**src/rtl/fetch_queue_stage_pkg.sv**
```systemverilog
// Shared types and helpers for the instruction fetch queue stage.
// Halfwords are the unit of storage; instructions are one or two halfwords.
package fetch_queue_stage_pkg;

    localparam int         HW_W        = 16;
    localparam logic [6:0] HALT_OPCODE = 7'b1111111;

    typedef struct packed {
        logic [31:0] pc;
        logic [31:0] instr;
        logic        compressed;
    } fetch_out_t;

    function automatic logic is_compressed(input logic [HW_W-1:0] hw);
        return hw[1:0] != 2'b11;
    endfunction

endpackage

```
**src/rtl/fetch_queue_stage_halfword_fifo.sv**
```systemverilog
// Halfword queue with 0/1/2 push and 0/1/2 pop per cycle and a two-entry head peek.
// DEPTH must be a power of two so the pointers wrap by natural overflow.
module halfword_fifo
    import fetch_queue_stage_pkg::*;
#(
    parameter int DEPTH = 8
) (
    input  logic                     clk,
    input  logic                     rst,
    input  logic                     clear,
    input  logic [1:0]               push_cnt,
    input  logic [HW_W-1:0]          push_lo,
    input  logic [HW_W-1:0]          push_hi,
    input  logic [1:0]               pop_cnt,
    output logic [$clog2(DEPTH):0]   count,
    output logic [HW_W-1:0]          head,
    output logic [HW_W-1:0]          head_next
);

    localparam int AW = $clog2(DEPTH);

    logic [HW_W-1:0] mem [DEPTH];
    logic [AW-1:0]   wr_ptr;
    logic [AW-1:0]   rd_ptr;
    logic [AW-1:0]   wr_ptr_nxt;
    logic [AW-1:0]   rd_ptr_nxt;

    assign wr_ptr_nxt = wr_ptr + AW'(1);
    assign rd_ptr_nxt = rd_ptr + AW'(1);

    always_ff @(posedge clk) begin
        if (rst || clear) begin
            wr_ptr <= '0;
            rd_ptr <= '0;
            count  <= '0;
        end else begin
            wr_ptr <= wr_ptr + AW'(push_cnt);
            rd_ptr <= rd_ptr + AW'(pop_cnt);
            count  <= count + (AW+1)'(push_cnt) - (AW+1)'(pop_cnt);
        end
    end

    // Storage needs no reset; entries are only observed once count covers them.
    always_ff @(posedge clk) begin
        if (!clear) begin
            if (push_cnt != 2'd0) begin
                mem[wr_ptr] <= push_lo;
            end
            if (push_cnt == 2'd2) begin
                mem[wr_ptr_nxt] <= push_hi;
            end
        end
    end

    assign head      = mem[rd_ptr];
    assign head_next = mem[rd_ptr_nxt];

endmodule

```
**src/rtl/fetch_queue_stage.sv**
```systemverilog
// Instruction fetch: word reads into a halfword prefetch queue, 16/32-bit extraction
// to decode over valid/ready, redirect flush, halt detection and UART load mode.
module fetch_queue_stage
    import fetch_queue_stage_pkg::*;
#(
    parameter int          QUEUE_DEPTH = 8,
    parameter logic [31:0] RESET_PC    = 32'h0000_0000
) (
    input  logic        clk,
    input  logic        rst,
    input  logic        start,
    input  logic [31:0] write_byte_address,
    input  logic [31:0] write_instr_data,
    input  logic        write_instr_valid,
    input  logic        redirect_valid,
    input  logic [31:0] redirect_pc,
    output logic [31:0] imem_addr,
    output logic        imem_req,
    output logic        imem_we,
    output logic [31:0] imem_wdata,
    input  logic [31:0] imem_rdata,
    output logic        out_valid,
    input  logic        out_ready,
    output logic [31:0] out_pc,
    output logic [31:0] out_instr,
    output logic        out_compressed,
    output logic        halted
);

    localparam int CW = $clog2(QUEUE_DEPTH);

    logic [31:0]     fetch_addr;
    logic [31:0]     head_pc;
    logic            skip_low;
    logic            inflight;
    logic            epoch;
    logic            resp_epoch;

    logic [CW:0]     count;
    logic [HW_W-1:0] head;
    logic [HW_W-1:0] head_next;
    logic [1:0]      push_cnt;
    logic [1:0]      pop_cnt;
    logic [HW_W-1:0] push_lo;
    logic [HW_W-1:0] push_hi;

    logic            run;
    logic            flush;
    logic            req;
    logic            resp_live;
    logic            head_c;
    logic            extract_ok;
    logic            halt_hit;
    logic            fire;
    logic [CW+1:0]   credit_sum;
    fetch_out_t      cur;

    assign run   = ~rst & start;
    assign flush = ~run | redirect_valid;

    halfword_fifo #(
        .DEPTH (QUEUE_DEPTH)
    ) u_fifo (
        .clk       (clk),
        .rst       (rst),
        .clear     (flush),
        .push_cnt  (push_cnt),
        .push_lo   (push_lo),
        .push_hi   (push_hi),
        .pop_cnt   (pop_cnt),
        .count     (count),
        .head      (head),
        .head_next (head_next)
    );

    always_comb begin
        head_c         = is_compressed(head);
        cur.pc         = head_pc;
        cur.instr      = head_c ? {16'h0000, head} : {head_next, head};
        cur.compressed = head_c;

        extract_ok = head_c ? (count >= (CW+1)'(1)) : (count >= (CW+1)'(2));
        // The halt word is masked in the cycle it is detected so it is never presented.
        halt_hit   = extract_ok & (cur.instr[6:0] == HALT_OPCODE);
        out_valid  = run & ~redirect_valid & extract_ok & ~halted & ~halt_hit;
        fire       = out_valid & out_ready;
        pop_cnt    = fire ? (head_c ? 2'd1 : 2'd2) : 2'd0;

        // Reserve room for the response already on its way plus the one being asked for.
        credit_sum = {1'b0, count} + (inflight ? (CW+2)'(4) : (CW+2)'(2));
        req        = run & ~halted & ~redirect_valid & (credit_sum <= (CW+2)'(QUEUE_DEPTH));

        resp_live  = inflight & (resp_epoch == epoch) & run & ~redirect_valid;
        push_cnt   = 2'd0;
        push_lo    = imem_rdata[15:0];
        push_hi    = imem_rdata[31:16];
        if (resp_live) begin
            if (skip_low) begin
                push_cnt = 2'd1;
                push_lo  = imem_rdata[31:16];
            end else begin
                push_cnt = 2'd2;
            end
        end

        if (start) begin
            imem_addr  = {fetch_addr[31:2], 2'b00};
            imem_req   = req;
            imem_we    = 1'b0;
            imem_wdata = 32'h0;
        end else begin
            imem_addr  = write_byte_address;
            imem_req   = 1'b0;
            imem_we    = write_instr_valid & ~rst;
            imem_wdata = write_instr_data;
        end
    end

    assign out_pc         = cur.pc;
    assign out_instr      = cur.instr;
    assign out_compressed = cur.compressed;

    always_ff @(posedge clk) begin
        if (!run) begin
            fetch_addr <= RESET_PC;
            head_pc    <= RESET_PC;
            skip_low   <= 1'b0;
            halted     <= 1'b0;
            inflight   <= 1'b0;
            epoch      <= 1'b0;
            resp_epoch <= 1'b0;
        end else if (redirect_valid) begin
            fetch_addr <= {redirect_pc[31:2], 2'b00};
            head_pc    <= redirect_pc;
            skip_low   <= redirect_pc[1];
            halted     <= 1'b0;
            inflight   <= 1'b0;
            // A response tagged with the old epoch can never be pushed after a flush.
            epoch      <= ~epoch;
        end else begin
            inflight <= req;
            if (req) begin
                fetch_addr <= fetch_addr + 32'd4;
                resp_epoch <= epoch;
            end
            if (resp_live) begin
                skip_low <= 1'b0;
            end
            if (halt_hit) begin
                halted <= 1'b1;
            end
            if (fire) begin
                head_pc <= head_pc + (head_c ? 32'd2 : 32'd4);
            end
        end
    end

endmodule
```
**config.mk**
```make
export PLATFORM = sky130hd
export DESIGN_NAME = fetch_queue_stage
export DESIGN_NICKNAME = d
export VERILOG_FILES = /design/src/rtl/fetch_queue_stage_pkg.sv /design/src/rtl/fetch_queue_stage_halfword_fifo.sv /design/src/rtl/fetch_queue_stage.sv
export SDC_FILE = /design/constraint.sdc
export NUM_CORES = 1
export LEC_CHECK = 0
export ABC_AREA = 1
export BUFFER_PORTS_ARGS = -buffer_cell sky130_fd_sc_hd__buf_2
export CORE_UTILIZATION = 40
export DETAILED_ROUTE_END_ITERATION = 10
export PLACE_DENSITY_LB_ADDON = 0.3
export SYNTH_ARGS = -nofsm -noshare
export SYNTH_HDL_FRONTEND = slang
export SYNTH_SLANG_ARGS = --single-unit
```
**constraint.sdc**
```tcl
create_clock -name clk -period 4.7 [get_ports clk]
set_input_delay 0.47 -clock clk [delete_from_list [all_inputs] [get_ports clk]]
set_output_delay 0.47 -clock clk [all_outputs]
set_load 0.05 [all_outputs]
```
* Yosys cells after proc, flatten, opt, wreduce, memory -nomap -nowiden
Memory sizes are Yosys's and may differ from the RTL's. A register that Yosys moved wholly into a read port is not among the register bits.
Cells that the tools add are included.
Widths: inputs -> output; s select.
** Word-level totals
- Latch bits :: 0
- Flip-flop bits (word level) :: 79
- Bits in read-only memories :: 0
- Memory bits (writable) :: 128
- Memories :: 1
- Output and inout bits :: 133
** Memory list
- u_fifo.mem :: depth 8, bits a word 16, read ports 2, clocked after Yosys merged registers in 1, wr ports 2, line fetch_queue_stage_halfword_fifo.sv:22 : logic [HW_W-1:0] mem [DEPTH];
** Operators by class
- Shifts and indexed selects :: 0
- Order comparisons :: 3
- Bitwise gates (word level) :: 21
- Eq/ne operators :: 4
- Reductions and logical operators :: 7
- Mux-type cells :: 27
- Div/mod/pow operators :: 0
- Multiply operators :: 0
- Add/sub/neg operators :: 9
** Operators with widths (number)
- $mux 32 :: 7
- $add 32x3->32 :: 1
- $add 32x3->32 const B :: 1
- $mux 16 :: 2
- $and 1x1->1 :: 14
- $mux 1 :: 11
- $mux 3 :: 3
- $mux 2 :: 4
- $reduce_bool 2->1 :: 4
- $eq 7x7->1 const B :: 1
- $add 3x1->3 const B :: 2
- $add 3x2->3 :: 2
- $not 1->1 :: 6
- $add 4x3->5 :: 1
- $le 5x4->1 const B :: 1
- $add 4x2->4 :: 1
- $ge 4x1->1 const B :: 1
- $ge 4x2->1 const B :: 1
- $sub 4x2->4 :: 1
- $eq 2x2->1 const B :: 1
- $ne 2x2->1 const B :: 1
- $reduce_and 2->1 :: 1
- $reduce_or 2->1 :: 1
- $eq 1x1->1 :: 1
- 2 further kinds :: 2

* Logic depth before layout (Yosys ltp)
An unclocked memory read counts as a cell.
- Depth in word-level cells :: 11
- Mapped depth :: 27

* Modules after synthesis
A second synthesis with hierarchy kept.
** Unflattened totals
- Cells, all modules :: 2444
- Area, all modules :: 15050.7 sq um
** Modules (own cells, without submodules)
- halfword_fifo :: instances 1, cells an instance 1408, area an instance 9455.3 sq um
- fetch_queue_stage :: instances 1, cells an instance 1036, area an instance 5595.4 sq um

* Worst setup path after synthesis
OpenSTA, ideal clock, no wires.
- Path type :: register to register
- From :: register, netlist name u_fifo.rd_ptr[0]
- To :: register head_pc[31] (netlist: out_pc[31])
- Arrival time :: 3.819 ns
- Cell stages (with the launch flop) :: 27
- Slack :: 0.749 ns
- Clock period less this slack :: 3.951 ns
- Buffers on the path :: 4
- Data required time :: 4.568 ns
- Setup time :: 0.132 ns
- Cells stage by stage :: dfxtp_1 -> buf_4 -> buf_6 -> nand2_1 -> nand3_1 -> nand2_1 -> nand2_1 -> nand2_1 -> nand2_2 -> clkbuf_1 -> buf_2 -> ha_1 -> inv_1 -> fa_1 -> inv_1 -> nand2_1 -> nor2_1 -> nand2_1 -> nor2_1 -> inv_1 -> nor2_1 -> nand2_1 -> xnor2_1 -> nand2_1 -> nand2_1 -> nand2_1 -> a21oi_1
** RTL lines
- end signal: assignment :: line fetch_queue_stage.sv:134 : head_pc <= redirect_pc;
- end signal: assignment :: line fetch_queue_stage.sv:153 : head_pc <= head_pc + (head_c ? 32'd2 : 32'd4);
- end: declaration :: line fetch_queue_stage.sv:33 : logic [31:0] head_pc;

==> reports/metrics.csv <==
stage,metric,value,unit
outcome,status,finished clean,
logic_synthesis,Synth top cells by count,"476 x nand2_1, 281 x nor2_1, 271 x o21ai_0",
power,Tot Pwr,4.43,mW
timing,final hold violation count,0,
logic_synthesis,register area share after synthesis,0.397,
power,Gate power share,0.119,
power,pwr dens,276,nW/um^2
clock_tree,CTS root buffer,clkbuf_16,
grt,vias in the first global route,13085,
grt,Global Route Usage Sum,0.260,
timing,Final Setup Violations,0,
setup_path,reg2reg setup slack,0.63,ns
drt,Final ANT Viol Nets,0,
setup_path,Setup crit end kind,register,
logic_synthesis,Synth top area share,0.284,
clock_tree,hold_buf cts,0,
hold_path,hold path depth,3,
logic_synthesis,Synth Warn #,0,
drt,vias after detailed routing,14100,
drt,# DRC,0,
power,Sw Ratio,0.269,
power,peak supply drop,0.202,mV
timing,skew final,0.0152,ns
layout,# nets final,2324,
hold_path,worst hold endpoint,out_pc[0],
power,internal power,3.24,mW
layout,area delta synth->final,18.4,%
die,die area,34600,sq um
timing,pins over their slew limit,0,
logic_synthesis,Synth Cell Area,13500,sq um
power,Flop pwr share,0.440,
logic_synthesis,Synth area leaders,"edfxtp_1 28%, nand2_1 13%, dfxtp_1 11%",
hold_path,Hold WC Path Type,input pin to register,
clock_tree,post-CTS resize count,0,
logic_synthesis,Post-synth EDFFs,128,
hold_path,Worst Hold Launch,redirect_pc[0],
power,Lkg Pwr,7.24,nW
clock_tree,Setup Buffers After CTS,0,
run,max cap viols,0,
grt,initial antenna violation count,1,
place,Final HPWL DP,31.0,mm
logic_synthesis,#FFs+latches synth,205,
clock_tree,"Clk pin slew, worst setup/hold paths",0.06,ns
timing,Worst-Margin Slew,0.840,ns
clock_tree,clock latency on the worst-skew pair,0.54,ns
logic_synthesis,Synth area leader,edfxtp_1,
setup_path,reg2reg end,u_fifo.count[2],
timing,Rel. slew slack,0.440,
drt,number of DRC markers in iteration 0,1248,
power,Switching Power,1.19,mW
logic_synthesis,Mean Syn Cell Area,6.92,sq um
timing,final worst slack,0.629,ns
drt,via density per instance,5.35,
timing,fmax,246,MHz
grt,first-pass GRT wire length,69.7,mm
logic_synthesis,Synth Net Count,2111,
logic_synthesis,asr flop ratio synth,0,
drt,DR WL/cell,17.2,microns
setup_path,Setup crit start kind,register,
die,Starting Density,0.405,
timing,crit path time final,4.07,ns
die,IO Count,267,
logic_synthesis,most frequent cell after synthesis,nand2_1,
logic_synthesis,synthesized netlist cell count,1957,
grt,largest net degree at the start of global routing,67,
setup_path,cell depth of the worst flop-to-flop path,19,
drt,Detailed Route WL,45.4,mm
die,Die Y,186,microns
place,gpl congestion,0.921,
setup_path,"critical path fanouts, max",51,
die,row count,67,
place,Setup WS pre-CTS,0.664,ns
die,core area,33400,sq um
grt,Overflow after GRT,0,
place,Buffers on Ports,266,
setup_path,Worst Path Required,5.12,ns
layout,proportion of layout cells with a drive suffix above 1,0.180,
clock_tree,H-tree depth,1,
setup_path,start of the worst register-to-register path,u_fifo.rd_ptr[0],
timing,Setup TNS,0,ns
clock_tree,TritonCTS buffer count,25,
timing,Final period util,0.866,
setup_path,Critical Path AT,4.49,ns
logic_synthesis,dominant synthesized flop cell,edfxtp_1,
power,Clock power frac,0.441,
timing,RSZ-0062 raised after global routing,false,
clock_tree,clock tree from TritonCTS,done,
die,Die X-Extent,186,microns
setup_path,kind of critical path,register to register,
clock_tree,clock sink total,205,
logic_synthesis,"Distinct cells, synth",44,
clock_tree,CTS max path bufs,3,
drt,first drt pass iteration count,5,
## stage by stage
stage / instance area (sq um) / std cells / utilization / hold slack (ns)
2_1_floorplan: 13500 / 1957 / - / 0.457
5_1_grt: 16000 / 2636 / 0.480 / 0.185
3_5_place_dp: 15200 / 2591 / 0.455 / 0.456
6_report: 16000 / 2637 / 0.480 / 0.183
3_3_place_gp: 15200 / 2591 / 0.455 / 0.451
4_1_cts: 16000 / 2636 / 0.480 / 0.165
## cells by family after synthesis
group / Yosys count / share of synthesized area
compound gates: 450 / 0.183
xor+xnor: 31 / 0.0200
fa+ha+maj: 20 / 0.0218
buf+inv: 324 / 0.0969
flops: 205 / 0.397
simple gates: 927 / 0.281
## registers in the layout, indices dropped and copies added (netlist names)
register,flops
u_fifo.mem,128
out_pc,32
u_fifo.wr_ptr,3
u_fifo.rd_ptr,3
halted,1
u_fifo.count,4
epoch,1
fetch_addr,30
skip_low,1
resp_epoch,1
inflight,1
## worst max path at each step
stage                           from               to  slack, ns  cells after the start
finish              u_fifo.rd_ptr[0]  u_fifo.count[2]       0.63                     19
global route        u_fifo.rd_ptr[0]       out_pc[23]       0.07                     22
CTS                 u_fifo.rd_ptr[0]    out_instr[26]       0.66                      9
detailed placement  u_fifo.rd_ptr[0]  u_fifo.count[2]       0.66                     19
global placement    u_fifo.rd_ptr[0]       out_pc[31]       0.84                     23
floorplan           u_fifo.rd_ptr[0]       out_pc[31]       0.75                     26
## final cells by class
type | instances | area, sq um
inverters | 209 | 787
flip-flops and latches | 205 | 5390
fillers | 3337 | 17400
diodes | 1 | 2.50
clock buffers | 32 | 669
multi-input cells | 1428 | 6900
well taps | 448 | 561
clock inverters | 13 | 146
repair buffers | 301 | 1590
## critical path, cell delays in order (launching register included)
cell	delay, ns
dfxtp_4	0.38
clkinv_2	0.46
nand2_1	0.24
nand3_1	0.09
nand2_1	0.08
nand2_1	0.05
nand2_1	0.09
nand2_2	0.38
nor2_1	0.23
nand2_1	0.16
nand4_4	0.11
buf_4	0.37
nor2_1	0.14
ha_1	0.29
inv_1	0.05
ha_1	0.16
inv_1	0.06
fa_1	0.38
xor2_1	0.16
nor2_1	0.05
## layout by cell type, fill, tap and decap left out, types with 35 or more instances in the layout
| cell | count |
|---|---|
| dfxtp_1 | 76 |
| nand3_1 | 104 |
| buf_4 | 35 |
| a21oi_1 | 70 |
| nor2_1 | 281 |
| edfxtp_1 | 128 |
| buf_2 | 266 |
| nand2_1 | 476 |
| o21ai_0 | 265 |
| inv_1 | 200 |
## metal layers
layer	up-vias	share of wire	wire length, microns	track usage
met3	99	0.083	3770	0.0380
met4	0	0.043	1960	0.121
li1	6903	-	-	-
met1	6434	0.40	18400	0.323
met5	-	0	0	0
met2	664	0.47	21300	0.441
## power groups by stage
stage / clock (mW) / sequential [mW] / combinational [mW]
6_report: 1.95 / 1.95 / 0.528
5_1_grt: 2.05 / 1.95 / 0.577
4_1_cts: 1.98 / 1.95 / 0.528
3_5_place_dp: 0 / 1.99 / 0.526
3_3_place_gp: 0 / 1.99 / 0.517
2_1_floorplan: 0 / 2.01 / 0.332
(Power assumes the default switching activity.)
